File: config.mk
export PLATFORM = sky130hd
export DESIGN_NAME = hazard_ctrl_s
export DESIGN_NICKNAME = d
export VERILOG_FILES = /design/src/rtl/hazard_ctrl_s.sv
export SDC_FILE = /design/constraint.sdc
export NUM_CORES = 1
export LEC_CHECK = 0
export ABC_CLOCK_PERIOD_IN_PS = 2960
export CORE_MARGIN = 5
export CORE_UTILIZATION = 45
export CTS_BUF_LIST = sky130_fd_sc_hd__clkbuf_8 sky130_fd_sc_hd__clkbuf_16
export DETAILED_ROUTE_END_ITERATION = 10
export PLACE_DENSITY = 0.71
export SYNTH_ARGS = -nofsm -noshare
export SYNTH_HDL_FRONTEND = slang
export SYNTH_SLANG_ARGS = --single-unit
File: constraint.sdc
create_clock -name clk -period 2.96 [get_ports clk]
set_input_delay 0.444 -clock clk [delete_from_list [all_inputs] [get_ports clk]]
set_output_delay 0.444 -clock clk [all_outputs]
set_load 0.01 [all_outputs]
File: src/rtl/hazard_ctrl_s.sv
`default_nettype none
// ============================================================================
// Module      : hazard_ctrl_s
// Description : Execute-stage hazard controller for a 5-stage RV32I pipeline.
//               Shadows rd/write/load info for the ID/EX, EX/MEM and MEM/WB
//               slots, produces registered forwarding selects, and raises
//               stall/bubble for load-use hazards, for any RAW hazard when
//               forwarding is off, and bubbles on a taken branch.
// Revision    : 1.0 - initial release
// ============================================================================
module hazard_ctrl_s #(
    parameter int REG_ADDR_W = 5,
    parameter int CNT_W      = 32
) (
    input  logic                  clk,
    input  logic                  rst,
    input  logic                  isForw_ON,
    input  logic                  id_valid,
    input  logic [6:0]            id_op,
    input  logic [REG_ADDR_W-1:0] id_rs1,
    input  logic [REG_ADDR_W-1:0] id_rs2,
    input  logic [REG_ADDR_W-1:0] id_rd,
    input  logic                  branch_taken,
    output logic [1:0]            forwA,
    output logic [1:0]            forwB,
    output logic                  stall,
    output logic                  bubble,
    output logic [CNT_W-1:0]      stall_count
);

    localparam logic [6:0] c_OP_R    = 7'b0110011;
    localparam logic [6:0] c_OP_I    = 7'b0010011;
    localparam logic [6:0] c_OP_LD   = 7'b0000011;
    localparam logic [6:0] c_OP_ST   = 7'b0100011;
    localparam logic [6:0] c_OP_BR   = 7'b1100011;
    localparam logic [6:0] c_OP_JALR = 7'b1100111;
    localparam logic [6:0] c_OP_LUI  = 7'b0110111;
    localparam logic [6:0] c_OP_AUIP = 7'b0010111;
    localparam logic [6:0] c_OP_JAL  = 7'b1101111;

    localparam logic [1:0]            c_SEL_REG = 2'b00;
    localparam logic [1:0]            c_SEL_EXM = 2'b01;
    localparam logic [1:0]            c_SEL_MWB = 2'b10;
    localparam logic [REG_ADDR_W-1:0] c_X0      = '0;
    localparam logic [CNT_W-1:0]      c_CNT_MAX = '1;

    // Shadow slots: destination index, writes-rd flag, is-load flag
    logic [REG_ADDR_W-1:0] r_ex_rd, r_mem_rd, r_wb_rd;
    logic                  r_ex_wr, r_mem_wr, r_wb_wr;
    logic                  r_ex_ld, r_mem_ld, r_wb_ld;

    logic [1:0]       r_forw_a, r_forw_b;
    logic [CNT_W-1:0] r_stall_count;

    logic       w_uses_rs1, w_uses_rs2, w_writes_rd, w_is_load;
    logic       w_a_ex, w_a_mem, w_a_wb, w_b_ex, w_b_mem, w_b_wb;
    logic       w_hz_ex, w_hz_any, w_hazard;
    logic       w_stall, w_bubble;
    logic [1:0] w_sel_a, w_sel_b;

    // A source matches a slot only if the slot writes a non-x0 register
    function automatic logic slot_match(input logic wr,
                                        input logic [REG_ADDR_W-1:0] rd,
                                        input logic [REG_ADDR_W-1:0] src);
        return wr && (rd != c_X0) && (rd == src);
    endfunction

    // Opcode decode of the ID instruction; invalid slot reads/writes nothing
    always_comb begin
        w_uses_rs1  = 1'b0;
        w_uses_rs2  = 1'b0;
        w_writes_rd = 1'b0;
        w_is_load   = 1'b0;
        if (id_valid) begin
            case (id_op)
                c_OP_R:    begin w_uses_rs1 = 1'b1; w_uses_rs2 = 1'b1; w_writes_rd = 1'b1; end
                c_OP_I:    begin w_uses_rs1 = 1'b1; w_writes_rd = 1'b1; end
                c_OP_LD:   begin w_uses_rs1 = 1'b1; w_writes_rd = 1'b1; w_is_load = 1'b1; end
                c_OP_ST:   begin w_uses_rs1 = 1'b1; w_uses_rs2 = 1'b1; end
                c_OP_BR:   begin w_uses_rs1 = 1'b1; w_uses_rs2 = 1'b1; end
                c_OP_JALR: begin w_uses_rs1 = 1'b1; w_writes_rd = 1'b1; end
                c_OP_LUI,
                c_OP_AUIP,
                c_OP_JAL:  w_writes_rd = 1'b1;
                default:   ;
            endcase
        end
    end

    // Hazard detection, stall/bubble generation and next forward selects
    always_comb begin
        w_a_ex  = w_uses_rs1 && slot_match(r_ex_wr,  r_ex_rd,  id_rs1);
        w_a_mem = w_uses_rs1 && slot_match(r_mem_wr, r_mem_rd, id_rs1);
        w_a_wb  = w_uses_rs1 && slot_match(r_wb_wr,  r_wb_rd,  id_rs1);
        w_b_ex  = w_uses_rs2 && slot_match(r_ex_wr,  r_ex_rd,  id_rs2);
        w_b_mem = w_uses_rs2 && slot_match(r_mem_wr, r_mem_rd, id_rs2);
        w_b_wb  = w_uses_rs2 && slot_match(r_wb_wr,  r_wb_rd,  id_rs2);

        w_hz_ex  = w_a_ex || w_b_ex;
        w_hz_any = w_hz_ex || w_a_mem || w_b_mem || w_a_wb || w_b_wb;
        // With forwarding only a load in EX cannot be bypassed in time
        w_hazard = isForw_ON ? (w_hz_ex && r_ex_ld) : w_hz_any;

        w_stall  = w_hazard && !branch_taken;
        w_bubble = w_hazard || branch_taken;

        // Nearer producer (current EX, which moves to MEM) takes priority
        w_sel_a = w_a_ex ? c_SEL_EXM : (w_a_mem ? c_SEL_MWB : c_SEL_REG);
        w_sel_b = w_b_ex ? c_SEL_EXM : (w_b_mem ? c_SEL_MWB : c_SEL_REG);
    end

    // Slot shift, forward select registers and saturating stall counter
    always_ff @(posedge clk) begin
        if (rst) begin
            r_ex_rd       <= '0;
            r_ex_wr       <= 1'b0;
            r_ex_ld       <= 1'b0;
            r_mem_rd      <= '0;
            r_mem_wr      <= 1'b0;
            r_mem_ld      <= 1'b0;
            r_wb_rd       <= '0;
            r_wb_wr       <= 1'b0;
            r_wb_ld       <= 1'b0;
            r_forw_a      <= c_SEL_REG;
            r_forw_b      <= c_SEL_REG;
            r_stall_count <= '0;
        end else begin
            r_wb_rd  <= r_mem_rd;
            r_wb_wr  <= r_mem_wr;
            r_wb_ld  <= r_mem_ld;
            r_mem_rd <= r_ex_rd;
            r_mem_wr <= r_ex_wr;
            r_mem_ld <= r_ex_ld;
            if (w_bubble) begin
                r_ex_rd <= '0;
                r_ex_wr <= 1'b0;
                r_ex_ld <= 1'b0;
            end else begin
                r_ex_rd <= id_rd;
                r_ex_wr <= w_writes_rd;
                r_ex_ld <= w_is_load;
            end
            if (!w_bubble && isForw_ON) begin
                r_forw_a <= w_sel_a;
                r_forw_b <= w_sel_b;
            end else begin
                r_forw_a <= c_SEL_REG;
                r_forw_b <= c_SEL_REG;
            end
            if (w_stall && (r_stall_count != c_CNT_MAX))
                r_stall_count <= r_stall_count + 1'b1;
        end
    end

    assign forwA       = r_forw_a;
    assign forwB       = r_forw_b;
    assign stall       = w_stall;
    assign bubble      = w_bubble;
    assign stall_count = r_stall_count;

    // r_wb_ld is carried for slot completeness; nothing consumes it yet
    logic w_unused;
    assign w_unused = r_wb_ld;

endmodule
`default_nettype wire

==> results, run 1 <==
- The flow ran to the end, and the final reports show no timing, DRC or antenna violations.
- The count of buffers from port buffering is between 60 and 70.
- Among all stages on the critical path, the largest delay is contributed by sky130_fd_sc_hd__clkdlybuf4s50_1.
- By area the synthesized netlist is led by sky130_fd_sc_hd__dfxtp_1 (35%), sky130_fd_sc_hd__xnor2_1 (5.5%), sky130_fd_sc_hd__nor2b_1 (4.3%).
- The total inserted antenna cells is 0.
- The combined global-route utilization of all metal layers is 19.9%.
- The number of flip-flops and latches in the synthesized netlist is between 50 and 60.
- The cell family contributing the most delay on the critical path is simple AND/OR/NAND/NOR gates.
- The detail-routed net length per standard cell is between 15 and 20 microns.
- The post-route worst setup slack is 0.121 ns.
- After floorplanning, the core was divided into 30 placement rows.
- The remaining global-route overflow is 0.
- The post-route met1 wirelength is between 4 and 5 mm.
- The clock latency on the worst-skew pair is 0.31 ns.
- The delay of the slowest critical-path stage is 0.50 ns.
- Counting every net in the synthesized netlist gives 398.
- The via count of the first global-routing pass is 2897.
- The overall die area is ~9000 sq um.
- The critical path is of the in -> reg type.
- The number of design-rule violations left by the first detailed-router iteration is 156.
- The synthesized netlist devotes 37.9% of its cell area to simple gates.
- The global placer's final weighted congestion is approximately 0.84.
- Buffers inserted during clock tree synthesis total 5.
- The top-level I/O count is between 60 and 70.
- The proportion of register bits with asynchronous set or reset after synthesis is 0%.
- The first-pass iteration count of the detailed router is 4.
- The data required time of the critical path is approximately 3.2 ns.
- The clock tree synthesis step divided the H-tree into 2 levels.
- The main combinational cell family by area after synthesis is simple AND/OR/NAND/NOR gates.
- The peak clock frequency supported by timing is roughly 350 MHz.
- The cell taking the most area after synthesis is sky130_fd_sc_hd__dfxtp_1.
- After detailed routing, no signal wire sits above met4.
- The clock passes through at most 2 buffers.
- The starting density of the core is between 40% and 50%.
- The count of nets left with antenna violations once routing finished came out at 0.
- Using the TritonRoute via totals, the vias-per-cell ratio works out to about 5.6.
- TritonCTS built the clock tree.
- At the worst endpoint, the arrival time is just over 3 ns.
- The area overhead of the layout relative to synthesis is 36.0%.
- In this run the power density over the cells is 313 nW/um^2.
- A synthesized cell averages 8.58 sq um.
- The clock transition at the registers of the reported paths is 0.10 ns.
- The multiplexer share of the synthesized area is roughly 4.3%.
- The final instance count without filler cells is 560.
- The worst voltage drop across the vdd grid is around 240 uV.
- The core region area is between 6000 and 7000 sq um.
- The predominant post-synthesis flop cell is sky130_fd_sc_hd__dfxtp_1.
- Cells with a size suffix above 1 make up around 18% of the layout.
- The number of hold-repair buffers added at the cts stage is 0.
- Setup repair after global routing left no endpoint under its margin.
- The count of endpoints failing hold in the final timing report is 0.
- The post-route DRC violation count is 0.
- The buffer and inverter count on the worst path is 4.
- For the pin with the worst max-slew slack, the measured transition is ~0.64 ns.
- The startpoint class of the critical path is an input pin.
- The most frequent cell after synthesis is sky130_fd_sc_hd__dfxtp_1.
- The die is around 94 microns tall.
- The largest clock skew in the final design is around 0.013 ns.
- The first global-routing pass estimated roughly 14 mm of wire.
- The worst setup path is captured at a flop.
- The xor-xnor portion of the synthesized cell area is under 10%.
- The final-report max-slew violation count is 0.
- Setup violations remaining at the end of the flow were counted as 0.
- The top cell type's share of synthesized area is between 30% and 40%.
- The critical path goes through clkdlybuf4s50_1 > and4b_1 > buf_4 > o21ai_2 > buf_4 > nor4_1 > or4_4 > nor3_4 > buf_12 > nor4_1 > mux2_2.
- For this design the static power due to leakage is roughly 1.5 nW.
- The floorplan step set the die width to 94.0 microns.
- In this run the cell area of the synthesized design comes to approximately 3200 sq um.
- The highest net fanout along the worst path is 17.
- The number of different library cells in the post-synthesis netlist is around 50.
- The initial antenna violation count is 0.
- The cell at the root of the clock tree is sky130_fd_sc_hd__clkbuf_8.
- The synthesized netlist devotes about a tenth of its cell area to compound gates.
- The final layout contains a little under 500 nets.
- After detailed placement, the design holds a cell count of 551.
- The count of maximum capacitance violations is 0.
- The share of synthesized cell area in full adder, half adder and majority cells is 0.394%.
- The clock net in this run drives a total of 55 sinks.
- The tightest hold path in the finished design has a slack of roughly 0.50 ns.
- The met3 wire length is ~330 microns.
- The time the final worst path needs with I/O delays and setup is about 2.8 ns.
- The amount of wire on met2 after detailed routing is between 3 and 4 mm.
- The type of the tightest min-delay check is reg -> reg.
- The number of instances in the synthesized netlist is between 300 and 400.
- The routed layout has between 3000 and 4000 vias.
- By count the netlist is led by sky130_fd_sc_hd__dfxtp_1 (55), sky130_fd_sc_hd__nor2_1 (31), sky130_fd_sc_hd__nor2b_1 (22).
- Counting flops with a built-in enable in the synthesized netlist gives 0.
- Summing the sequential cell areas from Yosys gives about a third of the chip area.
- The number of warnings issued by yosys is 0.
- Before CTS, the worst setup slack after placement is -0.374 ns.
- The wire-length estimate of the detail-placed layout is approximately 6.3 mm.
- Headroom to the max-slew limit came out at a little under three fifths.
- The maximum number of pins on one net before global-route repair is between 60 and 70.
- Dividing the final minimum period by the clock period gives approximately 96%.
- The overall routed net length is roughly 8.5 mm.
## worst reg2reg max path: stages (launching register included)
cell and delay [ns]:
sky130_fd_sc_hd__dfxtp_1 0.44, sky130_fd_sc_hd__nand4_1 0.21, sky130_fd_sc_hd__or3_1 0.48, sky130_fd_sc_hd__nor4_4 0.51, sky130_fd_sc_hd__nand3_1 0.13, sky130_fd_sc_hd__or4_1 0.44
sky130_fd_sc_hd__or3_1 0.32, sky130_fd_sc_hd__a21oi_1 0.14
## kinds of logic (layout without fill, tap and decap cells)
kind of cell	after synthesis	in the layout
simple gates	196	196
flops	55	55
compound gates	51	51
xor+xnor	30	30
buf+inv	26	120
mux	11	11
fa+ha+maj	1	1
## state kept, by name, summed over array words and instances (netlist names)
name / count
r_ex_ld: 1
r_ex_rd: 5
r_ex_wr: 1
r_wb_rd: 5
r_wb_wr: 1
r_mem_wr: 1
forwA: 2
stall_count: 32
r_mem_rd: 5
forwB: 2
## layout by cell type, fill, tap and decap left out, drive strengths merged, types with 2 or more instances in the layout
cell           instances
nand3                 17
nand4b                 3
a21oi                 19
clkbuf                 7
nor2                  32
nor2b                 22
nor3                  13
inv                    7
nor3b                  9
or3                   17
nand2                 19
or4                   17
mux2                  11
nand4                 13
nor4                  14
xor2                  10
buf                   43
xnor2                 20
and3                   6
o21ai                 12
nor4b                  4
and4b                  2
o21a                   4
clkdlybuf4s50         60
o31ai                 11
nand3b                 2
and2                   2
dfxtp                 55
## area by class of cell
type                    count  area, sq um
fillers                   613         2510
well taps                  96          120
repair buffers            106          956
clock inverters             3         16.3
flip-flops and latches     55         1100
inverters                   6         22.5
clock buffers               5         68.8
multi-input cells         289         2030
## metal layers
layer / vias up / global-route usage, %
met4: 0 / 4.57
met5: - / 0
met3: 6 / 2.48
met2: 83 / 30.7
li1: 1546 / -
met1: 1483 / 29.3
## timing repair
action / 4_1_cts / 5_1_grt
endpoints found under the setup margin: 2 / 5
pin swaps: 2 / 6
resized for setup: 9 / 10
buffers inserted: 0 / 1
## final timing paths
check | startpoint | to | slack (ns) | cells after the start
min | r_mem_wr | r_wb_wr | 0.50 | 1
min reg2reg | r_mem_wr | r_wb_wr | 0.50 | 1
max | id_op[1] | stall_count[31] | 0.12 | 11
max reg2reg | stall_count[7] | stall_count[30] | 0.23 | 7
## per-stage QoR
stage	setup TNS (ns)	total power, mW	util [%]	cell area [sq um]
after CTS	0	1.35	62.6	4280
final	0	1.35	63.2	4320
after detailed placement	-6.08	0.945	60.8	4150
after floorplan	0	0.850	-	3170
after global placement	-3.97	0.941	60.8	4150
after global routing	0	1.41	63.2	4320
## where the power goes
part,leakage (nW),internal (mW),switching [mW],total (mW)
Clock,0.0453,0.163,0.249,0.412
Sequential,0.444,0.745,0.00857,0.754
Combinational,1.01,0.0945,0.0891,0.184
No activity file was read; power rests on OpenSTA's default activity.
==> run 2, diff against run 1 <==
--- a/config.mk
+++ b/config.mk
@@ -7,10 +7,10 @@
 export LEC_CHECK = 0
 export ABC_CLOCK_PERIOD_IN_PS = 2960
 export CORE_MARGIN = 5
-export CORE_UTILIZATION = 45
+export CORE_UTILIZATION = 50
 export CTS_BUF_LIST = sky130_fd_sc_hd__clkbuf_8 sky130_fd_sc_hd__clkbuf_16
 export DETAILED_ROUTE_END_ITERATION = 10
-export PLACE_DENSITY = 0.71
+export PLACE_DENSITY = 0.78
 export SYNTH_ARGS = -nofsm -noshare
 export SYNTH_HDL_FRONTEND = slang
 export SYNTH_SLANG_ARGS = --single-unit
==> run 2 against run 1 <==
Against the previous run:
- clock skew shrank 0.00053 ns
- clock power grew 25%
- worst hold slack lost 0.0038 ns
- final area grew 0.49%
- count of clock-buffer cells in the layout is the same
- sequential power is essentially flat
- sequential share of layout area shrank 0.13 points
- combinational power shrank 3%
- register-to-register slack lost 0.02 ns
- die area shrank 9.0%
- critical path type unchanged
- largest power group unchanged
==> results, run 2 (same netlist as run 1, synthesis figures left out) <==
- The detail-routed net length per standard cell was 15.7 microns (+3.5%).
- The classification of the worst setup path is in -> reg.
- The starting density of the core is 50.6% (+4.1 points).
- Setup repair after global routing could not meet its margin everywhere.
- The peak clock frequency supported by timing is 348 MHz (-1.2%).
- The count of endpoints failing hold in the final timing report is 0 (unchanged).
- The type of the tightest min-delay check is reg -> reg.
- The number of sinks handled by clock tree synthesis is 55 (unchanged).
- The leakage power figure is 1.52 nW (+1.3%).
- The overall routed net length is 8.48 mm (-0.40%).
- The maximum clock insertion buffer count is 2 (unchanged).
- The count of nets left with antenna violations after detail routing was 0 (unchanged).
- The largest clock skew in the final design is 0.0120 ns (-0.000525 ns).
- The highest net fanout along the worst path is 12 (-5).
- The clock latency on the worst-skew pair is 0.32 ns (about the same).
- The final instance count without filler cells is 539 (-3.8%).
- The remaining global-route overflow is 0 (unchanged).
- The top-level I/O count is 65 (unchanged).
- The signal on the critical path passes through clkdlybuf4s50_1 > xnor2_2 > nand3b_1 > nor4_4 > a221oi_2 > buf_4 > buf_12 > or4_1 > or3_1 > a21oi_1.
- The time the final worst path needs with I/O delays and setup came to 2.87 ns (+0.0352 ns).
- The number of flip-flops under the largest register name is 32 (unchanged).
- The critical hold path startpoint is r_mem_wr.
- The slew of the pin with the lowest slew margin is 0.906 ns (+0.262 ns).
- The count of maximum capacitance violations is 0 (unchanged).
- The post-placement worst setup slack was -0.412 ns (-0.0378 ns).
- The post-route DRC violation count was 0 (unchanged).
- The count of buffers from port buffering came to 64 (unchanged).
- The overall die area is 8040 sq um (-9.0%).
- The cell sitting at the root of the clock tree is a sky130_fd_sc_hd__clkbuf_8.
- The startpoint class of the critical path is an input pin.
- The total inserted antenna cells was 0 (unchanged).
- The first-pass iteration count of the detailed router came to 5 (+1).
- The core region area is 6280 sq um (-8.1%).
- The critical path starts at id_rs2[3].
- The deepest level of the CTS H-tree is 2 (unchanged).
- The post-route worst setup slack is 0.0862 ns (-0.0352 ns).
- The half-perimeter wire length of the detailed placement result is 6.18 mm (-2.3%).
- The endpoint arrival time on the critical path is 3.12 ns (+0.07 ns).
- The row count came to 29 (-3.3%).
- The data required time of the critical path is 3.21 ns (+0.04 ns).
- The number of design-rule violations left by the first detailed-router iteration is 248 (+59%).
- The delay of the slowest critical-path stage is 0.59 ns (+0.09 ns).
- Leaving out fill and tap cells, the most frequent cell in the layout is sky130_fd_sc_hd__clkdlybuf4s50_1.
- The fill cell total of the finished layout came to 495 (-19%).
- The initial antenna violation count is 0 (unchanged).
- The via count of the first global-routing pass was 2976 (+2.7%).
- The area of the multi-input gates was 2050 sq um (+0.92%).
- The top cell types in the final layout, fill and taps aside, are sky130_fd_sc_hd__clkdlybuf4s50_1 (58), sky130_fd_sc_hd__dfxtp_1 (55), sky130_fd_sc_hd__buf_4 (38), sky130_fd_sc_hd__nor2_1 (31), sky130_fd_sc_hd__nor2b_1 (22).
- The total via count in the routed design was 3094 (-0.77%).
- The final-report max-slew violation count came to 0 (unchanged).
- The ratio of cells with drive above 1 in the final layout came to 18.8% (+0.51 points).
- The worst setup path is captured at a flop.
- The worst voltage drop across the vdd grid came to 235 uV (-2.4%).
- The overall power of the completed layout came to 1.45 mW (+7.1%).
- The source of the worst register-to-register timing path is r_mem_rd[1].
- The power per unit of standard cell area is 333 nW/um^2 (+6.6%).
- The die extent in y is 89.7 microns (-4.6%).
- The number of hold-repair buffers added at the cts stage is 0 (unchanged).
- TritonCTS built the clock tree.
- The area taken by flip-flops and latches is 1100 sq um (unchanged).
- The area overhead of the layout relative to synthesis is 36.7%.
- The x dimension of the die is 89.7 microns (-4.6%).
- The detail-routed via count per cell is 5.74 (+3.1%).
- The normalized max-slew margin is 39.6% (-17 points).
- The slowest stage cell on the critical path is sky130_fd_sc_hd__clkdlybuf4s50_1.
- The placed instance count is 527 (-4.4%).
- The maximum number of pins on one net before global-route repair came to 50 (-21%).
- The number of clock buffers inserted by TritonCTS is 5 (unchanged).
- The final setup violation count is 0 (unchanged).
- The final cell utilization of the core came to 69.1% (+5.9 points).
- The wire length of the first global-routing pass was 14.1 mm (-1.3%).
- The run finished with clean final reports.
- The combined global-route utilization of all metal layers is 22.3% (+2.4 points).
- The worst hold-check slack is 0.494 ns (-0.00381 ns).
- The clock transition at the registers of the reported paths was 0.10 ns (about the same).
- The net count of the finished layout is 489 (-0.41%).
- The final critical-path share of the clock period was 97.1% (+1.2 points).
- The global placer's final weighted congestion is 0.816 (-2.6%).
[run 2: area by class of cell]
class	count	area share (%)
repair buffers	104	22.0
well taps	77	2.22
inverters	6	0.519
clock inverters	3	1.01
multi-input cells	289	47.3
flip-flops and latches	55	25.4
clock buffers	5	1.59
[run 2: final timing paths]
path	slack (ns)	cells past startpoint	endpoint
worst min register to register	0.49	1	r_wb_wr
worst max-delay path	0.09	10	stall_count[30]
worst min-delay path	0.49	1	r_wb_wr
worst max register to register	0.21	9	stall_count[21]
[run 2: stage by stage]
step / TNS (ns) / cell area (sq um)
detailed placement: -7.66 / 4100
floorplan: 0 / 3170
global route: -0.00360 / 4340
global placement: -4.26 / 4100
finish: 0 / 4340
CTS: 0 / 4280
[run 2: what timing repair did]
item,in CTS,in global routing
setup endpoints to repair,4,13
gates resized for setup,14,12
buffers inserted,1,3
pin swaps,2,6
[run 2: critical path: cells and delay by family]
kind                      cells  cell delay, ns
AOI/OAI and AO/OA             2            0.27
buffers and inverters         3            0.91
xor gates and xnor gates      1            0.15
and+or+nand+nor               4            1.32
[run 2: where the power goes]
group          switching (mW)  internal (mW)  leakage (nW)
sequential            0.00877          0.745         0.444
combinational          0.0881         0.0900          1.02
clock                   0.261          0.252        0.0581
[run 2: per-layer routing]
layer / part of all wire, % / vias to the layer above / global-route usage [%]
li1: - / 1534 / -
met1: 45 / 1451 / 30.4
met2: 48 / 96 / 35.9
met3: 5.4 / 13 / 4.65
met4: 1.7 / 0 / 5.82
met5: 0 / - / 0
==> run 3, diff against run 2 <==
--- a/config.mk
+++ b/config.mk
@@ -7,10 +7,9 @@
 export LEC_CHECK = 0
 export ABC_CLOCK_PERIOD_IN_PS = 2960
 export CORE_MARGIN = 5
-export CORE_UTILIZATION = 50
+export CORE_UTILIZATION = 36
 export CTS_BUF_LIST = sky130_fd_sc_hd__clkbuf_8 sky130_fd_sc_hd__clkbuf_16
 export DETAILED_ROUTE_END_ITERATION = 10
-export PLACE_DENSITY = 0.78
 export SYNTH_ARGS = -nofsm -noshare
 export SYNTH_HDL_FRONTEND = slang
 export SYNTH_SLANG_ARGS = --single-unit
==> run 3 against run 2 <==
Against the previous run:
- worst hold slack got worse by 0.021 ns
- final cell count increased by 5.8%
- combinational power about the same
- non-clock buffer count unchanged
- clock power increased by 3.9%
- sequential power about the same
- die area increased by 34%
- largest power group unchanged
- highest routed layer unchanged
==> results, run 3 (same netlist as run 1, synthesis figures left out) <==
- The detail-routed via count per cell came to 5.31 (-7.6%).
- The highest layer touched by signal routing is met4.
- The count of maximum capacitance violations was 0 (unchanged).
- The remaining global-route overflow is 0 (unchanged).
- The overall routed net length is 8.40 mm (-1.0%).
- The net count of the finished layout is 489 (unchanged).
- The final-report max-slew violation count is 0 (unchanged).
- The clock transition at the registers of the reported paths was 0.11 ns (about the same).
- TritonCTS built the clock tree.
- The clock latency on the worst-skew pair is 0.31 ns (about the same).
- The power per unit of standard cell area is 334 nW/um^2 (+0.21%).
- The post-route met1 wirelength came to 4.01 mm (+4.8%).
- The met3 wire length is 362 microns (-21%).
- The library cell used most frequently in the layout, excluding fill and tap cells, is sky130_fd_sc_hd__clkdlybuf4s50_1.
- The count of buffers from port buffering is 64 (unchanged).
- The worst setup path is launched from an input pin.
- The post-route DRC violation count is 0 (unchanged).
- The combined global-route utilization of all metal layers is 15.4% (-6.9 points).
- The standard cell area after detailed placement is 4170 sq um (+1.7%).
- The maximum clock insertion buffer count is 2 (unchanged).
- The worst hold path belongs to the class reg -> reg.
- The half-perimeter wire length of the detailed placement result is 6.41 mm (+3.7%).
- The time the final worst path needs with I/O delays and setup came to 2.96 ns (+0.0822 ns).
- The final critical-path share of the clock period was 99.9% (+2.8 points).
- The number of clock buffers inserted by TritonCTS is 5 (unchanged).
- The critical path goes through clkdlybuf4s50_1 > and4b_2 > buf_4 > o21ai_4 > nor4_2 > nor2_1 > a31o_4 > nand2b_1 > dlygate4sd2_1.
- STA classifies the critical path endpoint as a primary output.
- The normalized max-slew margin is 42.5% (+2.9 points).
- The number of design-rule violations left by the first detailed-router iteration is 106 (-57%).
- The buffers inserted during post-CTS setup optimization came to 0 (-1).
- The total via count in the routed design is 3024 (-2.3%).
- The post-route worst setup slack is 0.00404 ns (-0.0822 ns).
- The final setup violation count is 0 (unchanged).
- The row count came to 34 (+17%).
- The worst voltage drop across the vdd grid was 176 uV (-25%).
- The starting density of the core is 36.6% (-14 points).
- The first-pass iteration count of the detailed router was 4 (-1).
- The count of nets left with antenna violations after detail routing is 0 (unchanged).
- The final cell utilization of the core is 50.6% (-19 points).
- The highest net fanout along the worst path is 4 (-8).
- The worst hold-check slack is 0.473 ns (-0.0207 ns).
- The delay of the slowest critical-path stage is 0.44 ns (-0.15 ns).
- The slew of the pin with the lowest slew margin was 0.863 ns (-0.0435 ns).
- The buffer and inverter count on the worst path is 3 (unchanged).
- The data required time of the critical path is 2.52 ns (-0.69 ns).
- The cell family contributing the most delay on the critical path is simple AND/OR/NAND/NOR gates.
- The x dimension of the die was 104 microns (+16%).
- The slowest stage of the critical path belongs to the cell sky130_fd_sc_hd__clkdlybuf4s50_1.
- The overall power of the completed layout is 1.47 mW (+1.4%).
- The endpoint arrival time on the critical path is 2.51 ns (-0.61 ns).
- The via count of the first global-routing pass is 2924 (-1.7%).
- The largest clock skew in the final design is 0.0141 ns (+0.00209 ns).
- The deepest level of the CTS H-tree was 2 (unchanged).
- The top-level I/O count is 65 (unchanged).
- The number of flip-flops under the largest register name came to 32 (unchanged).
- The count of endpoints failing hold in the final timing report is 0 (unchanged).
- Relative to the synthesized area, the layout overhead comes to 38.3%.
- The initial antenna violation count is 0 (unchanged).
- The peak clock frequency supported by timing was 338 MHz (-2.8%).
- The wire length of the first global-routing pass is 14.2 mm (+0.59%).
- The maximum number of pins on one net before global-route repair came to 47 (-6.0%).
- Setup repair after global routing could not meet its margin everywhere.
- In this run the clock root is driven by a sky130_fd_sc_hd__clkbuf_8.
- The critical path in this run is classified as in -> out.
- The amount of wire on met2 after detailed routing is 3.94 mm (-2.7%).
- The leakage power figure is 1.52 nW (-0.12%).
- The total inserted antenna cells is 0 (unchanged).
- The core region area is 8680 sq um (+38%).
- In the layout the commonest cells are sky130_fd_sc_hd__clkdlybuf4s50_1 (58), sky130_fd_sc_hd__dfxtp_1 (55), sky130_fd_sc_hd__buf_4 (38), sky130_fd_sc_hd__nor2_1 (30), sky130_fd_sc_hd__nor2b_1 (22).
- The number of hold-repair buffers added at the cts stage was 0 (unchanged).
- The detail-routed net length per standard cell is 14.7 microns (-6.4%).
- The run finished with clean final reports.
- The post-placement worst setup slack is -0.406 ns (+0.00570 ns).
- The global placer's final weighted congestion is 0.784 (-3.9%).
- The die extent in y was 104 microns (+16%).
- The ratio of cells with drive above 1 in the final layout came to 18.6% (-0.22 points).
- The overall die area is 10800 sq um (+34%).
- The area of all placed cells without fillers is 4390 sq um (+1.2%).
- The number of sinks handled by clock tree synthesis is 55 (unchanged).
## run 3: final timing paths
kind / start / end / slack (ns) / cells past startpoint
worst max-delay path: id_op[3] / bubble / 0.004 / 9
worst max register to register: r_ex_rd[0] / stall_count[28] / 0.18 / 9
worst min register to register: r_mem_wr / r_wb_wr / 0.47 / 1
worst min-delay path: r_mem_wr / r_wb_wr / 0.47 / 1
## run 3: through the flow
step,setup TNS (ns),cells
floorplan,0,370
global route,-0.155,570
CTS,0,570
finish,0,570
detailed placement,-6.61,562
global placement,-5.18,562
## run 3: repair_timing
item	CTS	global route
pin swaps	1	3
endpoints found under the setup margin	2	9
resized for setup	11	10
## run 3: report_power, final
part,total (mW),leakage [nW],internal [mW],switching (mW)
clock network,0.533,0.0618,0.279,0.254
registers,0.754,0.444,0.745,0.00824
logic,0.179,1.01,0.0920,0.0873
total,1.47,1.52,1.12,0.350
## run 3: metal layers
layer	up-vias	GRT usage (%)
met2	54	25.1
met1	1423	21.2
met3	7	2.73
met5	-	0
li1	1540	-
met4	0	3.70
## run 3: final cells by class
class / count / area, sq um
clock buffer: 6 / 82.6
clock inverter: 2 / 38.8
fill: 873 / 4290
inverter: 6 / 22.5
multi-input combinational: 289 / 2040
sequential: 55 / 1100
tap: 108 / 135
timing repair buffer: 104 / 966
